**config.mk**
```make
export PLATFORM = sky130hd
export DESIGN_NAME = ov7670_sccb_config
export DESIGN_NICKNAME = d
export VERILOG_FILES = /design/src/rtl/ov7670_sccb_config.sv
export SDC_FILE = /design/constraint.sdc
export NUM_CORES = 1
export LEC_CHECK = 0
export BUFFER_PORTS_ARGS = -buffer_cell sky130_fd_sc_hd__buf_4
export CAP_MARGIN = 40
export CORE_ASPECT_RATIO = 1.4
export CORE_MARGIN = 2
export CORE_UTILIZATION = 33
export CTS_CLUSTER_DIAMETER = 80
export DETAILED_ROUTE_END_ITERATION = 12
export GPL_TIMING_DRIVEN = 0
export SKIP_CTS_REPAIR_TIMING = 1
export SYNTH_ARGS = -nofsm -noshare
export SYNTH_HDL_FRONTEND = slang
export SYNTH_SLANG_ARGS = --single-unit
```
**constraint.sdc**
```tcl
create_clock -name clk -period 4.7 [get_ports clk]
set_clock_uncertainty 0.1 [all_clocks]
set_input_delay 0.94 -clock clk [delete_from_list [all_inputs] [get_ports clk]]
set_output_delay 0.94 -clock clk [all_outputs]
set_load 0.05 [all_outputs]
```
**src/rtl/ov7670_sccb_config.sv**
```systemverilog
// OV7670 register-table sequencer: walks an external ROM and issues one SCCB
// 3-phase write (ID, sub-address, data) per entry on SIOC/SIOD.
module ov7670_sccb_config #(
  parameter int unsigned QTR_CYCLES   = 63,
  parameter int unsigned DELAY_CYCLES = 250000,
  parameter logic [7:0]  DEV_ADDR     = 8'h42
) (
  input  logic        clk,
  input  logic        rst,
  input  logic        start,
  output logic [7:0]  rom_addr,
  input  logic [15:0] rom_data,
  output logic        sioc,
  output logic        siod_out,
  output logic        siod_oe,
  input  logic        siod_in,
  output logic        busy,
  output logic        done,
  output logic        ack_err
);

  localparam int unsigned QW = (QTR_CYCLES > 1) ? $clog2(QTR_CYCLES) : 1;
  localparam int unsigned DW = (DELAY_CYCLES > 1) ? $clog2(DELAY_CYCLES) : 1;
  localparam logic [QW-1:0] QMAX = QW'(QTR_CYCLES - 1);
  localparam logic [DW-1:0] DMAX = DW'(DELAY_CYCLES - 1);

  typedef enum logic [3:0] {
    S_IDLE, S_FETCH, S_DECODE, S_START, S_BITS, S_STOP, S_GAP, S_DELAY, S_FINISH
  } state_t;

  state_t      state, state_n;
  logic [QW-1:0] qcnt, qcnt_n;
  logic [1:0]  qtr, qtr_n;
  logic [4:0]  slot, slot_n;
  logic [DW-1:0] dcnt, dcnt_n;
  logic [26:0] frame, frame_n;
  logic [7:0]  rom_addr_n;
  logic        busy_n, done_n, ack_err_n;
  logic        sioc_n, siod_out_n, siod_oe_n;
  logic        tick, qtr_last, ack_slot, bit_val;

  assign tick     = (qcnt == QMAX);
  assign qtr_last = tick && (qtr == 2'd3);
  assign ack_slot = (slot == 5'd8) || (slot == 5'd17) || (slot == 5'd26);
  assign bit_val  = frame[5'd26 - slot];

  // Line values are decoded from the current state and registered, so the
  // pins trail the state register by one cycle; relative timing is unchanged.
  always_comb begin
    state_n    = state;
    qcnt_n     = tick ? '0 : qcnt + QW'(1);
    qtr_n      = tick ? qtr + 2'd1 : qtr;
    slot_n     = slot;
    dcnt_n     = dcnt;
    frame_n    = frame;
    rom_addr_n = rom_addr;
    busy_n     = busy;
    done_n     = done;
    ack_err_n  = ack_err;
    sioc_n     = 1'b1;
    siod_out_n = 1'b1;
    siod_oe_n  = 1'b0;
    case (state)
      S_IDLE: begin
        if (start) begin
          rom_addr_n = '0;
          busy_n     = 1'b1;
          done_n     = 1'b0;
          ack_err_n  = 1'b0;
          state_n    = S_FETCH;
        end
      end
      S_FETCH: state_n = S_DECODE;
      S_DECODE: begin
        qcnt_n = '0;
        qtr_n  = '0;
        slot_n = '0;
        dcnt_n = '0;
        if (rom_data == 16'hFFFF) begin
          state_n = S_FINISH;
        end else if (rom_data == 16'hFFF0) begin
          state_n = S_DELAY;
        end else begin
          // Ack positions hold 1 so the frame can be indexed uniformly.
          frame_n = {DEV_ADDR, 1'b1, rom_data[15:8], 1'b1, rom_data[7:0], 1'b1};
          state_n = S_START;
        end
      end
      S_START: begin
        siod_oe_n  = 1'b1;
        sioc_n     = (qtr != 2'd3);
        siod_out_n = (qtr == 2'd0);
        if (qtr_last) state_n = S_BITS;
      end
      S_BITS: begin
        sioc_n     = (qtr == 2'd1) || (qtr == 2'd2);
        siod_oe_n  = !ack_slot;
        siod_out_n = bit_val;
        if (ack_slot && (qtr == 2'd2) && tick && siod_in) ack_err_n = 1'b1;
        if (qtr_last) begin
          if (slot == 5'd26) state_n = S_STOP;
          else               slot_n  = slot + 5'd1;
        end
      end
      S_STOP: begin
        siod_oe_n  = 1'b1;
        sioc_n     = (qtr != 2'd0);
        siod_out_n = qtr[1];
        if (qtr_last) state_n = S_GAP;
      end
      S_GAP, S_DELAY: begin
        if (state == S_DELAY) dcnt_n = dcnt + DW'(1);
        if ((state == S_GAP) ? qtr_last : (dcnt == DMAX)) begin
          if (rom_addr == 8'hFF) begin
            state_n = S_FINISH;
          end else begin
            rom_addr_n = rom_addr + 8'd1;
            state_n    = S_FETCH;
          end
        end
      end
      S_FINISH: begin
        busy_n  = 1'b0;
        done_n  = 1'b1;
        state_n = S_IDLE;
      end
      default: state_n = S_IDLE;
    endcase
  end

  always_ff @(posedge clk) begin
    if (rst) begin
      state    <= S_IDLE;
      qcnt     <= '0;
      qtr      <= '0;
      slot     <= '0;
      dcnt     <= '0;
      frame    <= '0;
      rom_addr <= '0;
      busy     <= 1'b0;
      done     <= 1'b0;
      ack_err  <= 1'b0;
      sioc     <= 1'b1;
      siod_out <= 1'b1;
      siod_oe  <= 1'b0;
    end else begin
      state    <= state_n;
      qcnt     <= qcnt_n;
      qtr      <= qtr_n;
      slot     <= slot_n;
      dcnt     <= dcnt_n;
      frame    <= frame_n;
      rom_addr <= rom_addr_n;
      busy     <= busy_n;
      done     <= done_n;
      ack_err  <= ack_err_n;
      sioc     <= sioc_n;
      siod_out <= siod_out_n;
      siod_oe  <= siod_oe_n;
    end
  end

endmodule

```
# Word-level counts from Yosys, hierarchy flattened
# Cells that the tools add are included.
[totals]
output_inout_bits = 14
ff_bits = 68
in_bits = 20
word_cells = 110
[op_classes]
eq_ne = 30
bitwise_logic = 2
muxes = 31
add_sub_neg = 6
order_cmp = 1
n_reduce_logical = 27
[op_table]
columns = ["cell", "count"]
rows = [
  ["18-bit case mux with 2 select lines", 1],
  ["16-bit == test (second input constant)", 2],
  ["4-bit two-way mux", 8],
  ["4-bit case mux with 7 select lines", 1],
  ["8-bit two-way mux", 3],
  ["2-bit inequality test (second input constant)", 11],
  ["18-bit by 1-bit adder with 18-bit output (second input constant)", 1],
  ["18-bit == test (second input constant)", 1],
  ["18-bit two-way mux", 1],
  ["4-bit by 3-bit == test with 1-bit output (second input constant)", 4],
  ["8-bit case mux with 2 select lines", 1],
  ["2-bit nonzero test", 6],
  ["5-bit == test (second input constant)", 2],
  ["5-bit two-way mux", 2],
  ["5-bit case mux with 2 select lines", 1],
  ["3-bit AND reduction", 3],
  ["8-bit by 1-bit adder with 8-bit output (second input constant)", 1],
  ["4-bit by 2-bit == test with 1-bit output (second input constant)", 2],
  ["8-bit == test (second input constant)", 1],
  ["1-bit case mux with 2 select lines", 4],
  ["6-bit by 1-bit adder with 6-bit output (second input constant)", 1],
  ["6-bit == test (second input constant)", 1],
  ["5-bit by 6-bit less-than comparator with 1-bit output (second input constant)", 1],
  ["1-bit case mux with 3 select lines", 2],
  ["22 further kinds", 36],
]

# Longest topological paths before layout
[depth]
ltp_word = 8
mapped_depth = 9

# Least setup slack after synthesis
# No wires, ideal clock.
[synth_timing]
path_kind = "register to register"
startpoint = "register slot[0]"
endpoint = "register siod_out"
path_stages_with_launch = 9
synth_period_minus_slack_ns = 2.712
n_path_buf = 2
t_arrival_ns = 2.483
path_slack_ns = 1.988
required_ns = 4.471
path_cell_list = "dfxtp_1 -> clkbuf_1 -> inv_1 -> ha_1 -> clkbuf_1 -> mux4_2 -> mux4_2 -> nand3_1 -> nand4_1"
[synth_via]
elab_chain_cells = 4
[synth_rtl]
columns = ["item", "line_no", "source"]
rows = [
  ["start: declaration", "34", "logic [4:0] slot, slot_n;"],
  ["start signal: assignment", "150", "slot <= slot_n;"],
  ["5-bit subtractor", "45", "assign bit_val = frame[5'd26 - slot];"],
  ["1-bit binary-select mux with 5-bit select", "45", ""],
  ["1-bit two-way mux (implied by the code)", "45", ""],
  ["1-bit case mux with 3 select lines", "63", "case (state)"],
  ["end signal: assignment", "158", "siod_out <= siod_out_n;"],
  ["end: declaration", "14", "output logic siod_out,"],
]
# Every way passes these cells. The select of a mux whose other input is x is not followed.
# A chain may end at the register's enable or synchronous reset.

# Worst setup path in the final report
# Ends and elaborated chain as after synthesis.

==> results.json <==
{
  "crit_slowest_cell": "mux4_2",
  "rsz0062_at_grt": "false",
  "dp_slack_ns": 1.616,
  "via_per_inst": 5.193,
  "synthTopCellsByArea": "dfxtp_1, nor2_1, mux2i_1, ha_1, a21oi_1",
  "gp_congestion": 0.8017,
  "postLayoutCoreUtil_pct": 41.02,
  "syn-cell-area_um2": 3563,
  "synth_common_cells": "dfxtp_1, nor2_1, nand2_1, a21oi_1, mux2i_1",
  "fin_total_pwr_mw": 1.976,
  "synth.avg_cell_area_um2": 8.909,
  "synth_seq_cells": 66,
  "dieArea_um2": 11660,
  "fillers": 1069,
  "crit_required_ns": 4.80,
  "power_density_nw_per_um2": 460.5,
  "async_flop_share_pct": 0,
  "clk_path_buf_depth": 2,
  "cts_tree": "built",
  "htreeDepth": 3,
  "critPathTopFamily": "multiplexers",
  "final-max-slew-violation-count": 0,
  "vias": 3043,
  "drtIter0Drc": 118,
  "final-setup-viol-count": 0,
  "drt-pass1-iter-count": 4,
  "max-slew-margin-rel_pct": 42.55,
  "endpoint_kind": "flop",
  "yosys_most_used_dff": "dfxtp_1",
  "p_leak_nw": 1.621,
  "crit_buf_inv": 3,
  "synth_edf_count": 0,
  "clock_sinks": 66,
  "finalHoldWorstSlack_ns": 0.3518,
  "initial_core_util_pct": 34.07,
  "drc": 0,
  "worst-path-max-fanout": 8,
  "grt_max_degree": 11,
  "clock.fmax_mhz": 329.3,
  "min_period_ns": 3.036,
  "seqCellArea_um2": 1321,
  "syn-num-nets": 431,
  "track_usage_pct": 15.34,
  "hold_viol_final": 0,
  "antenna_found_initial": 0,
  "yosysUniqueCellTypes": 61,
  "crit_path_start_kind": "flop",
  "avgRoutedWirePerCell_um": 14.29,
  "cts_made_buffers": 9,
  "drive_gt1_share_pct": 16.96,
  "core_um2": 10460,
  "path_cells": "clkbuf_1 -> inv_1 -> ha_1 -> clkbuf_1 -> mux4_2 -> mux4_2 -> nand3_1 -> nand4_1",
  "cts.reportedPaths.clkPinSlew_ns": 0.05,
  "synthToLayoutAreaGrowth_pct": 20.40,
  "tightest_slew_ns": 0.8592,
  "crit_path_max_incr_delay_ns": 0.55,
  "grt_pass1_vias": 3096,
  "wl_um": 8376,
  "ios": 34,
  "period_share_pct": 64.60,
  "n_antenna_cell": 0,
  "synth_top_area_share_pct": 37.08,
  "fin_ws_ns": 1.664,
  "yosysSeqAreaShare_pct": 37.08,
  "synth_most_common_cell": "dfxtp_1",
  "finalNetCount": 474,
  "arrival_ns": 3.14,
  "multi_input_area_um2": 2103,
  "synth_cells": 400,
  "ir_worst_vdd_mv": 0.2154,
  "hp-class": "reg -> reg",
  "synth_top_area_cell": "dfxtp_1",
  "drv_cap": 0,
  "antenna_left": 0,
  "critical_path_class": "reg -> reg",
  "highest_layer": "met4",
  "finalSetupTns_ns": 0,
  "clk_latency_ns": 0.33,
  "die_width_um": 91.83,
  "ys_warn_count": 0,
  "route.met3.wl_um": 202,
  "grt_pass1_wl_um": 14330,
  "overflow": 0,
  "wl_met1_um": 3506,
  "io_buffers": 32,
  "outcome": "complete, no violations",
  "dp_hpwl_um": 6283,
  "fp.dieH_um": 127.0,
  "rows": 44,
  "cts-root-buf": "clkbuf_16",
  "wl_met2_um": 4478
}
[per-stage QoR]
stage	cells	area, um2
floorplan	400	3563
CTS	586	4290
global route	586	4290
global placement	570	3976
finish	586	4290
detailed placement	570	3976
[cell families (layout without fill, tap and decap cells)]
| logic type | count (synthesis) | after routing | synth area share [%] |
|---|---|---|---|
| buf+inv | 29 | 77 | 3.897 |
| fa+ha+maj | 11 | 11 | 3.862 |
| xor+xnor | 21 | 21 | 5.547 |
| simple gates | 177 | 177 | 26.90 |
| flops | 66 | 66 | 37.08 |
| compound gates | 71 | 71 | 13.87 |
| mux | 25 | 25 | 8.848 |
[routing by layer]
metal  up-vias  global-route usage [%]
met5         -                       0
met4         0                   7.550
met3        13                   2.791
met2        44                   28.55
met1      1455                   16.45
li1       1531                       -
[worst reg2reg max path: stages (launching register included)]
cell	delay, ns
dfxtp_1	0.36
clkbuf_1	0.39
inv_1	0.18
ha_1	0.31
clkbuf_1	0.36
mux4_2	0.56
mux4_2	0.47
nand3_1	0.09
nand4_1	0.08
[layout make-up]
| cell class | instances | share of cell area, % |
|---|---|---|
| Multi-Input combinational cell | 305 | 49.02 |
| Timing Repair Buffer | 32 | 5.599 |
| Buffer | 17 | 2.187 |
| Tap cell | 138 | 4.025 |
| Clock inverter | 2 | 1.400 |
| Inverter | 12 | 1.050 |
| Sequential cell | 66 | 30.80 |
| Clock buffer | 14 | 5.920 |
[cells in the final DEF, fill, tap and decap left out, types with 12 or more instances in the layout]
master	netlist	final
dfxtp_1	66	66
nor2_1	62	62
buf_4	1	33
nand2_1	31	31
a21oi_1	25	25
mux2i_1	18	18
clkbuf_1	10	14
inv_1	12	12
nand4_1	12	12
nand3_1	12	12
[state kept, by name (all words and copies together) (netlist names)]
name      count
sioc          1
siod_out      1
done          1
ack_err       1
rom_addr      8
siod_oe       1
busy          1
qcnt          6
state         4
frame        17
qtr           2
slot          5
dcnt         18
[final timing paths]
| path | depth (start not counted) | startpoint | endpoint | slack (ns) |
|---|---|---|---|---|
| setup / recovery | 8 | slot[0] | siod_out | 1.66 |
| hold / removal | 1 | qcnt[0] | qcnt[0] | 0.35 |
| setup reg to reg | 8 | slot[0] | siod_out | 1.66 |
| hold reg to reg | 1 | qcnt[0] | qcnt[0] | 0.35 |
[where the power goes]
part / switching (mW) / internal, mW
logic: 0.368 / 0.227
registers: 0.0479 / 0.620
clock network: 0.234 / 0.479
Note: power is estimated with default switching activity, not from simulation.
